===== config.mk =====
export PLATFORM = sky130hd
export DESIGN_NAME = ps_module_core
export DESIGN_NICKNAME = d
export VERILOG_FILES = /design/src/rtl/ps_module_core.sv
export SDC_FILE = /design/constraint.sdc
export NUM_CORES = 2
export LEC_CHECK = 0
export CAP_MARGIN = 20
export CORE_UTILIZATION = 50
export CTS_BUF_LIST = sky130_fd_sc_hd__clkbuf_2 sky130_fd_sc_hd__clkbuf_4 sky130_fd_sc_hd__clkbuf_8
export DETAILED_ROUTE_END_ITERATION = 8
export HOLD_SLACK_MARGIN = 0.03
export PLACE_DENSITY_LB_ADDON = 0.3
export SLEW_MARGIN = 20
export SYNTH_ARGS = -nofsm -noshare
export SYNTH_HDL_FRONTEND = slang
export SYNTH_SLANG_ARGS = --single-unit

===== constraint.sdc =====
create_clock -name clk -period 25.1 [get_ports clk]
set_input_delay 6.275 -clock clk [delete_from_list [all_inputs] [get_ports clk]]
set_output_delay 6.275 -clock clk [all_outputs]
set_load 0.005 [all_outputs]

===== src/rtl/ps_module_core.sv =====
// Power estimator: squares each accepted signed sample, sums squares into
// fixed-length blocks, and keeps a running total over the last H blocks.
// dout is the sum of squares over the most recent B*H accepted samples.
module ps_module_core #(
    parameter int DATA_WIDTH   = 16,
    parameter int UNIT_WIDTH   = 32,
    parameter int MID_WIDTH    = 37,
    parameter int OUTPUT_WIDTH = 40
) (
    input  logic                           clk,
    input  logic                           rst,
    input  logic                           en,
    input  logic signed [DATA_WIDTH-1:0]   din,
    output logic signed [OUTPUT_WIDTH-1:0] dout,
    output logic                           data_valid
);

    localparam int CNT_W  = MID_WIDTH - UNIT_WIDTH;
    localparam int B      = 2 ** CNT_W;
    localparam int H_LOG  = OUTPUT_WIDTH - MID_WIDTH;
    localparam int H      = 2 ** H_LOG;
    localparam int BLK_W  = H_LOG + 1;
    localparam int PROD_W = 2 * DATA_WIDTH;

    localparam logic [CNT_W-1:0] CNT_LAST  = CNT_W'(B - 1);
    localparam logic [BLK_W-1:0] BLK_FULL  = BLK_W'(H);

    // Stage 1: square register
    logic signed [PROD_W-1:0]     prod_s;
    logic [UNIT_WIDTH-1:0]        sq_q, sq_d;
    logic                         s1_vld_q, s1_vld_d;

    // Stage 2: block accumulator
    logic [MID_WIDTH-1:0]         acc_q, acc_d;
    logic [MID_WIDTH-1:0]         acc_sum_s;
    logic [CNT_W-1:0]             cnt_q, cnt_d;
    logic [MID_WIDTH-1:0]         blk_sum_q, blk_sum_d;
    logic                         s2_vld_q, s2_vld_d;

    // Stage 3: block history and running total
    logic [MID_WIDTH-1:0]         hist_q [H];
    logic [MID_WIDTH-1:0]         hist_d [H];
    logic [MID_WIDTH-1:0]         oldest_s;
    logic [BLK_W-1:0]             blk_cnt_q, blk_cnt_d;
    logic [OUTPUT_WIDTH-1:0]      total_q, total_d;
    logic signed [OUTPUT_WIDTH-1:0] dout_q, dout_d;
    logic                         dv_q, dv_d;

    // Single multiplier; the square of a signed value is never negative
    assign prod_s = din * din;

    // Stage 1: capture the square of an accepted sample
    always_comb begin
        sq_d     = sq_q;
        s1_vld_d = 1'b0;
        if (en) begin
            sq_d     = UNIT_WIDTH'($unsigned(prod_s));
            s1_vld_d = 1'b1;
        end else begin
            sq_d     = sq_q;
            s1_vld_d = 1'b0;
        end
    end

    // Stage 2: accumulate squares; hand off and restart on the last sample of a block
    always_comb begin
        acc_sum_s = acc_q + MID_WIDTH'(sq_q);
        acc_d     = acc_q;
        cnt_d     = cnt_q;
        blk_sum_d = blk_sum_q;
        s2_vld_d  = 1'b0;
        if (s1_vld_q) begin
            if (cnt_q == CNT_LAST) begin
                blk_sum_d = acc_sum_s;
                acc_d     = {MID_WIDTH{1'b0}};
                cnt_d     = {CNT_W{1'b0}};
                s2_vld_d  = 1'b1;
            end else begin
                acc_d     = acc_sum_s;
                cnt_d     = cnt_q + CNT_W'(1);
                s2_vld_d  = 1'b0;
            end
        end else begin
            acc_d    = acc_q;
            s2_vld_d = 1'b0;
        end
    end

    // Stage 3: push block into history, update running total and output register
    always_comb begin
        if (blk_cnt_q == BLK_FULL) begin
            oldest_s = hist_q[H-1];
        end else begin
            oldest_s = {MID_WIDTH{1'b0}};
        end
        for (int i = 0; i < H; i++) begin
            hist_d[i] = hist_q[i];
        end
        blk_cnt_d = blk_cnt_q;
        total_d   = total_q;
        dout_d    = dout_q;
        dv_d      = 1'b0;
        if (s2_vld_q) begin
            hist_d[0] = blk_sum_q;
            for (int i = 1; i < H; i++) begin
                hist_d[i] = hist_q[i-1];
            end
            if (blk_cnt_q == BLK_FULL) begin
                blk_cnt_d = blk_cnt_q;
            end else begin
                blk_cnt_d = blk_cnt_q + BLK_W'(1);
            end
            total_d = total_q + OUTPUT_WIDTH'(blk_sum_q) - OUTPUT_WIDTH'(oldest_s);
            dout_d  = $signed(total_d);
            dv_d    = (blk_cnt_d == BLK_FULL);
        end else begin
            dv_d = 1'b0;
        end
    end

    // State registers with synchronous active-low reset taking priority over all traffic
    always_ff @(posedge clk) begin
        if (!rst) begin
            sq_q      <= {UNIT_WIDTH{1'b0}};
            s1_vld_q  <= 1'b0;
            acc_q     <= {MID_WIDTH{1'b0}};
            cnt_q     <= {CNT_W{1'b0}};
            blk_sum_q <= {MID_WIDTH{1'b0}};
            s2_vld_q  <= 1'b0;
            for (int i = 0; i < H; i++) begin
                hist_q[i] <= {MID_WIDTH{1'b0}};
            end
            blk_cnt_q <= {BLK_W{1'b0}};
            total_q   <= {OUTPUT_WIDTH{1'b0}};
            dout_q    <= {OUTPUT_WIDTH{1'b0}};
            dv_q      <= 1'b0;
        end else begin
            sq_q      <= sq_d;
            s1_vld_q  <= s1_vld_d;
            acc_q     <= acc_d;
            cnt_q     <= cnt_d;
            blk_sum_q <= blk_sum_d;
            s2_vld_q  <= s2_vld_d;
            for (int i = 0; i < H; i++) begin
                hist_q[i] <= hist_d[i];
            end
            blk_cnt_q <= blk_cnt_d;
            total_q   <= total_d;
            dout_q    <= dout_d;
            dv_q      <= dv_d;
        end
    end

    assign dout       = dout_q;
    assign data_valid = dv_q;

endmodule


==> metrics.md <==
| Metric | Value |
|---|---|
| Leak | 14.01 nW |
| Fin crit period | 12.92 ns |
| Post-route cell area | 33760 um2 |
| Hold Vio Cnt, Final | 0 |
| Largest net degree at the start of global routing | 172 |
| Syn_area_per_cell | 9.562 um2 |
| Slew at the pin closest to its max-slew limit | 1.119 ns |
| Most frequent CP cell | fa_1 |
| RSZ-0062 raised after global routing | false |
| WHS Endpoint | blk_sum_q[29]$_SDFFE_PN0P_ |
| Pwr dens | 113.5 nW/um2 |
| Final ANT Viol Nets | 0 |
| Boundary Pins | 60 |
| Router iterations before antenna repair | 5 |
| Most frequent cell after synthesis | inv_1 |
| Peak Freq | 0.07740 GHz |
| Run status | complete, no violations |
| EDFF count, synth | 0 |
| Layout cells sized above 1 | 5.437% |
| #FFs+latches synth | 453 |
| Via/cell ratio | about 5.2 |
| Post-synth top area share | a little under 30% |
| R2R Path Start | blk_cnt_q[0]$_SDFFE_PN0P_ |
| Top cells by count, synth | 500 x inv_1, 453 x dfxtp_1, 380 x nor2b_1, 340 x mux2i_1, 272 x fa_1 |
| Final non-filler cell total | approximately 4000 |
| Worst path cell trace | clkdlybuf4s50_1 > inv_1 > nor2_1 > fa_1 > fa_1 > fa_1 > fa_1 > fa_1 > inv_1 > fa_1 > inv_1 > ha_1 > a21o_1 > a21oi_1 > o21bai_1 > or3_1 > nor3_1 > nor2_1 > a41oi_1 > nor3_1 > a211o_1 |
| Ranking of synthesized cells by area | dfxtp_1 29%, fa_1 18%, mux2i_1 11%, nor2b_1 7.7%, ha_1 6.8% |
| Ys flop type | dfxtp_1 |
| Fin nets | between 3000 and 4000 |
| Fin Setup TNS | 0 ns |
| Critical path launch point type | primary input |
| Worst path top cell family by delay | adder cells |
| CTS buffer count | between 70 and 80 |
| Yosys top cell by area | dfxtp_1 |
| Max_cap viols | 0 |
| Drt initial violations | 1232 |
| DIE WIDTH | 250.4 um |
| Vias in the first global route | 21771 |
| Vias | roughly 21000 |
| Layout fillers | 5387 |
| Reg2reg end | total_q[33]$_SDFFE_PN0P_ |
| Routed wire length per instance | ~16 um |
| Placed cells | 3939 |
| Core area | 60700 um2 |
| Total placed instance area | 31990 um2 |
| Post-CTS setup buffer count | 0 |
| Ys async rst share | 0% |
| Critical path type | primary input to flip-flop |
| # port buffers | 59 |
| WP buf/inv | 4 |
| Worst min path class | flip-flop to flip-flop |
| CP arrival | 13.46 ns |
| CTS sink count | 453 |
| WP data required | ~26 ns |
| Mapped cell area | 30850 um2 |
| Clk Latency, worst-skew pair | 0.67 ns |
| Placer Congestion | 0.9019 |
| # resized after CTS | 0 |
| Yosys cell types | 76 |
| Fin crit share | 51.48% |
| Worst R2R Path Depth | 18 |
| Max-slew violation total from the final report | 0 |
| Flop-to-flop setup slack | 20.03 ns |
| Root Buffer | clkbuf_8 |
| Gr ovfl total | 0 |
| Row count | 90 |
| Initial antenna violation count | 1 |
| Die area | 62690 um2 |
| Synth Warn # | 0 |
| Slew HR | 25.42% |
| Setup violators final | 0 |
| Cell depth of the worst hold path | 2 |
| Critical-path maximum fanout | 16 |
| Routed WL | 65.04 mm |
| Seq/Total Area, Yosys | 29.40% |
| CP Capture Type | flip-flop |
| Cts hold-fix bufs | 0 |
| Initial core utilization | between 50% and 60% |
| Global-route usage over all layers | 21.09% |
| DP Wirelength | ~48 mm |
| Hold Crit Start | blk_sum_q[29]$_SDFFE_PN0P_ |
| Critical Path Max Stage Delay | 0.88 ns |
| Pre-CTS setup slack | 11.55 ns |
| Clk buf depth | 3 |
| CTS tree | built |
| Max stage delay cell, worst path | fa_1 |
| Max VDD drop | 0.0001421 V |
| Worst-case setup margin in the final layout | 12.18 ns |
| CTS clk-pin slew, worst paths | around 0.060 ns |
| Drc violations | 0 |
| Area growth, synth to finish | 9.455% |
| Mapped Cells | 3226 |
| H-tree Lvls | 3 |
| Syn nets | 3684 |
| Clk_skew | 0.04009 ns |
| Die height | between 200 and 300 um |
| Global-route wire length before repair | 109.3 mm |
## cell usage in the layout (no fill, tap or decap), types with 8 or more instances in the layout
master	count
nor2b_1	380
a21oi_1	84
o211ai_1	14
and2_1	88
and3_1	24
clkinv_2	10
clkdlybuf4s50_1	57
o21a_1	10
xnor2_1	79
nand2b_1	17
clkbuf_4	14
o21ai_0	45
o21ai_1	29
o21bai_1	15
nand2_1	134
a22oi_1	23
a22o_1	29
a21o_1	43
inv_1	500
fa_1	272
clkbuf_8	100
nand3_1	44
xor2_1	30
mux2i_1	340
nor3_1	20
buf_4	14
nand4_1	12
nor2_1	90
a211oi_1	11
ha_1	167
dfxtp_1	452
nand3b_1	8
a31oi_1	19
## state kept, by name, indices dropped and copies added (netlist names)
signal      cells
acc_q          37
blk_cnt_q       4
blk_sum_q      37
cnt_q           5
data_valid      1
hist_q        296
s1_vld_q        1
s2_vld_q        1
sq_q           31
total_q        40
## stage by stage
| stage | hold WS, ns | util (%) | power, W |
|---|---|---|---|
| 6_report | 0.4937 | 55.63 | 0.003833 |
| 5_1_grt | 0.4982 | 55.63 | 0.004230 |
| 4_1_cts | 0.4922 | 55.62 | 0.003863 |
| 3_5_place_dp | 0.4855 | 52.71 | 0.003098 |
| 3_3_place_gp | 0.4828 | 52.71 | 0.003019 |
| 2_1_floorplan | 0.4382 | - | 0.002632 |
## cell families after synthesis
group | Yosys count | synth area share [%]
AO/OA/AOI/OAI | 394 | 8.932
AND/OR/NAND/NOR | 845 | 15.20
flip-flops | 453 | 29.40
buffers and inverters | 645 | 7.877
adder cells (fa/ha/maj) | 439 | 24.43
XOR/XNOR | 109 | 3.095
multiplexers | 341 | 11.07
## area by class of cell
cell class | count | area (um2) | share of cell area [%]
Timing Repair Buffer | 74 | 706.9 | 2.094
Clock buffer | 114 | 1481 | 4.388
Clock inverter | 21 | 285.3 | 0.8449
Inverter | 502 | 1884 | 5.581
Antenna cell | 1 | 2.502 | 0.007412
Tap cell | 782 | 978.4 | 2.898
Sequential cell | 453 | 9072 | 26.87
Multi-Input combinational cell | 2128 | 19350 | 57.32
## power by group
| group | switching, W | total [W] | internal, W |
|---|---|---|---|
| Combinational | 0.00128 | 0.00232 | 0.00103 |
| Clock | 0.000306 | 0.000748 | 0.000442 |
| Sequential | 0.0000188 | 0.000767 | 0.000748 |
| Total | 0.00161 | 0.00383 | 0.00222 |
## layer usage
layer	vias up	share of wire (%)	GRT usage, %
met5	-	0	0
met4	0	2.3	7.292
met3	96	3.4	2.463
met2	372	47	34.94
met1	10299	47	28.50
li1	10464	-	-
## worst max path at each step
stage                     startpoint               endpoint  slack (ns)  cells past startpoint
after floorplan               din[4]  sq_q[30]$_SDFFE_PN0P_       12.89                     23
after global placement        din[4]  sq_q[30]$_SDFFE_PN0P_       11.68                     23
after detailed placement     din[15]  sq_q[30]$_SDFFE_PN0P_       11.55                     21
after CTS                    din[15]  sq_q[30]$_SDFFE_PN0P_       12.19                     21
after global routing         din[15]  sq_q[30]$_SDFFE_PN0P_       11.82                     21
final                        din[15]  sq_q[30]$_SDFFE_PN0P_       12.18                     21
## worst reg2reg max path: stages (launching register included)
cell and delay (ns):
dfxtp_1 0.37, inv_1 0.11, ha_1 0.20, and3b_1 0.16
buf_4 0.28, and2_1 0.30, fa_1 0.53, inv_1 0.05
ha_1 0.29, a211oi_1 0.34, o211ai_1 0.17, a221o_1 0.43
a221oi_4 0.39, o21bai_1 0.26, a31o_2 0.33, a41oi_2 0.36
o21bai_1 0.15, xnor2_1 0.15, o21ai_1 0.07
Power figures use the tool's default switching activity.
